## src/rtl/sram_port_arb.sv

```systemverilog
// Round-robin arbiter multiplexing NUM_CH request channels onto one single-port SRAM.
// Optional macro SRAM_ARB_LOCK_EN adds a per-channel lock input that holds the grant.
module sram_port_arb #(
    parameter int NUM_CH     = 8,
    parameter int ADDR_WIDTH = 11,
    parameter int DATA_WIDTH = 32,
    parameter int RD_LAT     = 1
) (
    input  logic                         clk,
    input  logic                         rst_n,
    input  logic [NUM_CH-1:0]            req,
    input  logic [NUM_CH-1:0]            we,
    input  logic [NUM_CH*ADDR_WIDTH-1:0] addr,
    input  logic [NUM_CH*DATA_WIDTH-1:0] wdata,
`ifdef SRAM_ARB_LOCK_EN
    input  logic [NUM_CH-1:0]            lock,
`endif
    output logic [NUM_CH-1:0]            gnt,
    output logic                         CEN,
    output logic                         WEN,
    output logic [ADDR_WIDTH-1:0]        A,
    output logic [DATA_WIDTH-1:0]        D,
    input  logic [DATA_WIDTH-1:0]        Q,
    output logic [DATA_WIDTH-1:0]        rdata,
    output logic [NUM_CH-1:0]            rvalid
);

    localparam int PW = $clog2(NUM_CH);

    logic [PW-1:0]         ptr_q, ptr_d;
    logic [PW-1:0]         gch;
    logic                  found;
    int unsigned           start;
    int unsigned           idx;
    logic [PW-1:0]         ix;

    logic                  sel_we;
    logic [ADDR_WIDTH-1:0] sel_addr;
    logic [DATA_WIDTH-1:0] sel_wdata;

    logic                  cen_q, wen_q;
    logic [ADDR_WIDTH-1:0] a_q;
    logic [DATA_WIDTH-1:0] d_q;
    logic [PW-1:0]         ch_q;

    logic [RD_LAT-1:0]     tag_vld_q;
    logic [PW-1:0]         tag_ch_q [RD_LAT];

`ifdef SRAM_ARB_LOCK_EN
    logic                  held_q;
    logic [PW-1:0]         held_ch_q;
    logic                  hold_now;
`endif

    // While a lock is held, ptr is frozen; the search restarts just past the held channel.
    always_comb begin
        start = 32'(ptr_q);
`ifdef SRAM_ARB_LOCK_EN
        if (held_q) begin
            start = (32'(held_ch_q) == 32'(NUM_CH - 1)) ? 0 : 32'(held_ch_q) + 1;
        end
`endif
        found = 1'b0;
        gch   = '0;
        idx   = 0;
        ix    = '0;
        for (int unsigned i = 0; i < NUM_CH; i++) begin
            idx = start + i;
            if (idx >= 32'(NUM_CH)) idx = idx - 32'(NUM_CH);
            ix = idx[PW-1:0];
            if (!found && req[ix]) begin
                found = 1'b1;
                gch   = ix;
            end
        end
`ifdef SRAM_ARB_LOCK_EN
        hold_now = held_q && req[held_ch_q] && lock[held_ch_q];
        if (hold_now) begin
            found = 1'b1;
            gch   = held_ch_q;
        end
`endif
        if (!rst_n) found = 1'b0;
    end

    always_comb begin
        gnt       = '0;
        sel_we    = 1'b0;
        sel_addr  = '0;
        sel_wdata = '0;
        for (int unsigned i = 0; i < NUM_CH; i++) begin
            if (found && (PW'(i) == gch)) begin
                gnt[i]    = 1'b1;
                sel_we    = we[i];
                sel_addr  = addr[i*ADDR_WIDTH +: ADDR_WIDTH];
                sel_wdata = wdata[i*DATA_WIDTH +: DATA_WIDTH];
            end
        end
    end

    always_comb begin
        ptr_d = ptr_q;
`ifdef SRAM_ARB_LOCK_EN
        if (found && !lock[gch]) begin
`else
        if (found) begin
`endif
            ptr_d = (gch == PW'(NUM_CH - 1)) ? '0 : gch + 1'b1;
        end
    end

    always_ff @(posedge clk or negedge rst_n) begin
        if (!rst_n) begin
            ptr_q     <= '0;
            cen_q     <= 1'b1;
            wen_q     <= 1'b1;
            a_q       <= '1;
            d_q       <= '0;
            ch_q      <= '0;
            tag_vld_q <= '0;
            for (int unsigned s = 0; s < RD_LAT; s++) tag_ch_q[s] <= '0;
`ifdef SRAM_ARB_LOCK_EN
            held_q    <= 1'b0;
            held_ch_q <= '0;
`endif
        end else begin
            ptr_q <= ptr_d;
            cen_q <= ~found;
            wen_q <= ~(found & sel_we);
            a_q   <= found ? sel_addr : '1;
            d_q   <= found ? sel_wdata : '0;
            ch_q  <= gch;
            // Tag enters the pipe at the end of the cycle the read is presented to the SRAM.
            tag_vld_q[0] <= ~cen_q & wen_q;
            tag_ch_q[0]  <= ch_q;
            for (int unsigned s = 1; s < RD_LAT; s++) begin
                tag_vld_q[s] <= tag_vld_q[s-1];
                tag_ch_q[s]  <= tag_ch_q[s-1];
            end
`ifdef SRAM_ARB_LOCK_EN
            held_q    <= found & lock[gch];
            held_ch_q <= gch;
`endif
        end
    end

    always_comb begin
        rvalid = '0;
        for (int unsigned i = 0; i < NUM_CH; i++) begin
            if (tag_vld_q[RD_LAT-1] && (tag_ch_q[RD_LAT-1] == PW'(i))) rvalid[i] = 1'b1;
        end
    end

    assign CEN   = cen_q;
    assign WEN   = wen_q;
    assign A     = a_q;
    assign D     = d_q;
    assign rdata = Q;

endmodule
```

## config.mk

```make
export PLATFORM = sky130hd
export DESIGN_NAME = sram_port_arb
export DESIGN_NICKNAME = d
export VERILOG_FILES = /design/src/rtl/sram_port_arb.sv
export SDC_FILE = /design/constraint.sdc
export NUM_CORES = 1
export LEC_CHECK = 0
export CAP_MARGIN = 20
export CORE_AREA = 4 4 187 189
export DETAILED_ROUTE_END_ITERATION = 10
export DIE_AREA = 0 0 191 193
export PLACE_DENSITY = 0.66
export SETUP_SLACK_MARGIN = 0.4
export SLEW_MARGIN = 20
export SYNTH_ARGS = -nofsm -noshare
export SYNTH_HDL_FRONTEND = slang
export SYNTH_SLANG_ARGS = --single-unit
```

## constraint.sdc

```tcl
create_clock -name clk -period 5.27 [get_ports clk]
set_input_delay 1.054 -clock clk [delete_from_list [all_inputs] [get_ports clk]]
set_output_delay 1.054 -clock clk [all_outputs]
set_load 0.05 [all_outputs]
```

======== Word-level counts from Yosys, hierarchy flattened ========
Index checks and enable logic that the tools add are counted.
word-level totals
  register bits after elaboration ......... 55
  bits in latches ......................... 0
  memory bits (writable) .................. 0
  ROM bits ................................ 0
  input bits .............................. 394
  output and inout bits ................... 93
  word-level logic and storage cells ...... 176
  memories ................................ 0
cells by class
  add/sub/neg operators ................... 16
  multipliers ............................. 0
  divide/modulo/power cells ............... 0
  $lt $le $gt $ge ......................... 16
  equal/unequal tests ..................... 15
  shift-type cells ........................ 0
  mux-type cells .......................... 84
  bitwise gates (word level) .............. 5
  reduce and logical (&&, ||, !) cells .... 32
operators with widths
  cell                 number
  $mux 32              9
  $mux 11              9
  $mux 3               17
  $mux 1               41
  $lt 3x4->1 const B   8
  $ge 4x4->1 const B   7
  $bmux 1 s3           8
  $sub 3x1->3 const B  8
  $logic_and 1x1->1    23
  $add 3x3->4 const B  4
  $eq 3x3->1 const B   5
  $eq 3x3->1 const A   4
  $add 3x2->4 const B  2
  $logic_not 1->1      7
  $eq 2x3->1 const A   2
  $eq 3x2->1 const B   2
  $logic_not 3->1      2
  $add 3x1->4 const B  1
  $ge 3x4->1 const B   1
  $add 3x1->3 const B  1
  $eq 1x3->1 const A   1
  $eq 3x1->1 const B   1
  $not 1->1            3
  $and 1x1->1          2

======== Depth between registers and ports, before layout ========
  depth in word-level cells ............... 38
  depth in mapped cells ................... 22
  gate-level depth less buffers ........... 19

======== Worst setup path after synthesis ========
OpenSTA, ideal clock, no wires.
  path type ............................... reg2out
  start point ............................. register ptr_q[1]
  end point ............................... output port gnt[7]
  data arrival time ....................... 4.942 ns
  data required time ...................... 4.216 ns
  setup slack ............................. -0.726 ns
  stages on the path, launching flop included .. 19
  buffers on the path ..................... 7
  cells stage by stage .................... dfrtp_1 clkbuf_1 inv_1 ha_1 buf_2 mux2_2 mux4_2 a2bb2oi_2 or4_4 nor2_2 a21o_1 buf_6 buf_2 ha_1 clkbuf_1 clkbuf_1 buf_2 nand2_1 inv_1
on the way
  cells in the longest elaborated chain, start to end .. 29
  elaborated cells on any way between the ends .. 81
  classes of those cells .................. 15 x add/sub; 8 x order compare; 1 x eq/ne; 42 x mux; 15 x reduce/logical
RTL lines
  item                                                                  line  source
  start: declaration                                                    30    logic [PW-1:0] ptr_q, ptr_d;
  start signal: assignment                                              127   ptr_q <= ptr_d;
  parallel branches: the longest is 25 deep, another holds $add 3x1->4  -
  $mux 3 (*)                                                            71    if (!found && req[ix]) begin
  via gch[2]                                                            31    logic [PW-1:0] gch;
  $eq 3x3->1 (*)                                                        92    if (found && (PW'(i) == gch)) begin
  $logic_and 1x1->1 (*)                                                 92
  $mux 1 (*)                                                            92
  end: declaration                                                      18    output logic [NUM_CH-1:0] gnt,
Mark *: on every way through the listed nets, which the timed path passes. The select of a mux whose other input is x is not followed.

======== Worst setup path in the final report ========
  start point ............................. input port req[5]
  end point ............................... output port gnt[5]
on the way
  cells in the longest elaborated chain, start to end .. 27
  elaborated cells on any way between the ends .. 50
  classes of those cells .................. 1 x eq/ne; 34 x mux; 15 x reduce/logical
RTL lines
  item                          line  source
  start: declaration            11    input logic [NUM_CH-1:0] req,
  $bmux 1 s3                    71
  $mux 1 (implied by the code)  71
  $mux 1                        71
  $logic_not 1->1               71
  $logic_and 1x1->1             71
  $mux 1                        71
  $logic_not 1->1               71
  $logic_and 1x1->1             71
  (+12 left out)                -
  $mux 1                        71
  $logic_not 1->1               71
  $logic_and 1x1->1             71
  $mux 3 (*)                    71
  via gch[1]                    31
  $eq 3x3->1 (*)                92
  $logic_and 1x1->1 (*)         92
  $mux 1 (*)                    92
The timed path passes the listed nets; every way through them passes the cells marked *. The select of a mux whose other input is x is not followed.

==> flow_summary.toml <==
[cells_and_area]
seqCellArea_sq_um = 1390
post-route-util = 0.376
nets = 1694
syn_to_final_growth_pct = 74.9
nFillCells = 3372
multi_input_area_sq_um = 4980
instances_no_fill = 1744
drive_gt1_frac = 0.195

[floorplanning]
core_sq_um = 33300
ios = 487
die_area_sq_um = 36900
start_util = 0.215
die_h_microns = 193
rows = 67
die_x_microns = 191

[place]
port_buffers = 422
dpl.cell_count = 1712
routabilityCongestion = 0.907
dp_hpwl_microns = 29000

[cts]
htreeDepth = 2
cts_root_buffer = "clkbuf_16"
clk_latency_ns = 0.32
cts_made_buffers = 5
clock-sinks = 55
clockBufferDepth = 2
clk_pin_slew_worst_paths_ns = 0.09
cts_tree = "done"

[setup_path]
rr_worst_depth = 20
cpPeakStageDelay_ns = 0.52
endpoint_kind = "primary output"
crit_buf_inv = 5
r2r_start = "ptr_q[0]"
critical_path.cell_chain = "buf_8 -> mux4_2 -> or2_1 -> mux4_2 -> buf_6 -> o31ai_2 -> nand2_1 -> o2111ai_4 -> inv_2 -> buf_6 -> ha_4 -> and3_4 -> buf_12"
cp.required_ns = 4.22
slowest_stage = "mux4_2"
startpoint_type = "input pin"
rr_endpoint = "D[24]"
cp.arrival_ns = 3.75
r2r_slack_ns = 0.78
cp_top_family = "multiplexers"
path_max_fanout = 5
critPathKind = "in2out"
cp_num_cells = 13

[run]
maxCapViolCount = 0

[global_route]
track_usage = 0.194
grt_pass1_wl_microns = 55600
grt_pass1_vias = 9161
grt_max_degree = 69
antenna_found_initial = 3
overflow = 0

[logic_synthesis]
yosysSeqAreaShare = 0.195
syn_area_per_cell_sq_um = 7.94
synth_nets = 1303
synthFlopType = "dfrtp_1"
syn_inst = 901
synth_edf_count = 0
synthArstFlopShare = 1.00
yosys_warnings = 0
ys_seq_elements = 55
ys_types = 67
synthesis.area_sq_um = 7150

[run_status]
outcome = "completed"

[timing]
report.final.slew_viol_count = 0
fin_crit_ns = 4.80
slew_headroom = 0.319
rsz0062_at_grt = "yes"
skew_ns = 0.00559
finalHoldViolations = 0
max_freq_ghz = 0.208
worstMarginPinSlew_ns = 1.01
finalSetupViolations = 0
fin_crit_sh = 0.911

[detailed_routing]
routed_wl_microns = 38200
ant_nets = 0
first_pass_iters = 6
num_vias = 9023
viasPerCell = 5.17
drc = 0
drtIter0Drc = 525
routedWlPerCell_microns = 21.9

[min_path]
min_path_cells = 0
min_to = "tag_ch_q[2]"
worstHoldPathType = "reg2reg"
worstHoldStart = "ch_q[2]"
==> cells in the mapped netlist, drive strengths merged (12+ instances only) <==
library cell / n / share of area
or2: 38 / 0.033
o221ai: 34 / 0.068
a221oi: 14 / 0.017
a22o: 41 / 0.050
o32a: 32 / 0.045
dfrtp: 42 / 0.15
buf: 64 / 0.064
a21oi: 85 / 0.059
o311ai: 33 / 0.040
o21ai: 43 / 0.030
a22oi: 73 / 0.077
nand2b: 15 / 0.013
nand2: 27 / 0.014
clkbuf: 60 / 0.031
dfstp: 13 / 0.048
o211ai: 16 / 0.017
inv: 85 / 0.045
nor2b: 12 / 0.010
nor2: 64 / 0.034
==> state kept, by name (all words and copies together) (netlist names) <==
register and count:
D 32, A 11, ch_q 3, ptr_q 3
tag_ch_q 3, CEN 1, WEN 1, tag_vld_q 1
==> metal layers <==
metal / up-vias / track usage / share of wire
li1: 4203 / - / -
met1: 4337 / 0.251 / 0.41
met2: 418 / 0.330 / 0.49
met3: 65 / 0.0356 / 0.073
met4: 0 / 0.0605 / 0.025
met5: - / 0 / 0
==> logic make-up (layout without fill, tap and decap cells) <==
group | Yosys count | in the layout | share of synthesized area
DFF | 55 | 55 | 0.195
muxes | 29 | 29 | 0.0612
and+or+nand+nor | 177 | 177 | 0.125
other | 0 | 3 | 0
adders and majority gates | 8 | 8 | 0.0140
buffers and inverters | 212 | 604 | 0.143
xor gates and xnor gates | 3 | 3 | 0.00367
AOI/OAI and AO/OA | 417 | 417 | 0.458
==> how the worst max path moves through the flow <==
stage	start	endpoint
2_1_floorplan	req[1]	gnt[7]
3_3_place_gp	req[7]	D[24]
3_5_place_dp	req[6]	D[24]
4_1_cts	req[3]	gnt[4]
5_1_grt	req[5]	gnt[5]
6_report	req[5]	gnt[5]
==> placed cells by master (no fill, tap or decap), types with 3 or more instances in the layout <==
cell type / count
mux2_1: 3
mux2_2: 5
buf_4: 76
inv_2: 5
dfrtp_1: 42
or2_2: 34
mux2i_1: 9
buf_6: 12
inv_1: 78
a21oi_1: 85
nor2_4: 4
clkdlybuf4s50_1: 405
o31ai_1: 9
nor3_1: 5
clkbuf_16: 5
nand2b_1: 15
o311a_1: 3
o21ai_0: 41
o221ai_2: 30
dfstp_2: 13
nor2_1: 59
xor2_1: 3
nand2_1: 25
ha_4: 6
a221oi_1: 12
buf_12: 15
mux4_2: 11
a22oi_1: 73
o311ai_1: 33
o221ai_1: 4
o211ai_1: 16
and2_1: 3
o32a_1: 32
nor2b_1: 11
diode_2: 3
a22o_1: 41
a31oi_1: 8
==> area by class of cell <==
type	count	share of cell area
Sequential cell	55	0.111
Clock inverter	1	0.000500
Clock buffer	7	0.0122
Antenna cell	3	0.000600
Timing Repair Buffer	510	0.406
Tap cell	448	0.0448
Inverter	86	0.0265
Multi-Input combinational cell	634	0.398
==> metrics by stage <==
stage / cell area (sq um) / setup WS [ns] / hold WS, ns / TNS, ns
2_1_floorplan: 7350 / 0.0683 / 0.331 / 0
3_3_place_gp: 12100 / -0.0124 / 0.334 / -0.0124
3_5_place_dp: 12100 / -0.0632 / 0.337 / -0.113
4_1_cts: 12400 / 0.426 / 0.355 / 0
5_1_grt: 12500 / 0.372 / 0.364 / 0
6_report: 12500 / 0.471 / 0.350 / 0
==> what timing repair did <==
action,in CTS,in global routing
resized for setup,48,25
hold buffers,0,0
endpoints found under the hold margin,0,0
setup endpoints to repair,15,9
pin swaps,16,12
setup buffers,15,6
Power is left out: the tool's default activity adds up to more than one toggle a clock period on the data nets, which glitch-free logic cannot reach.
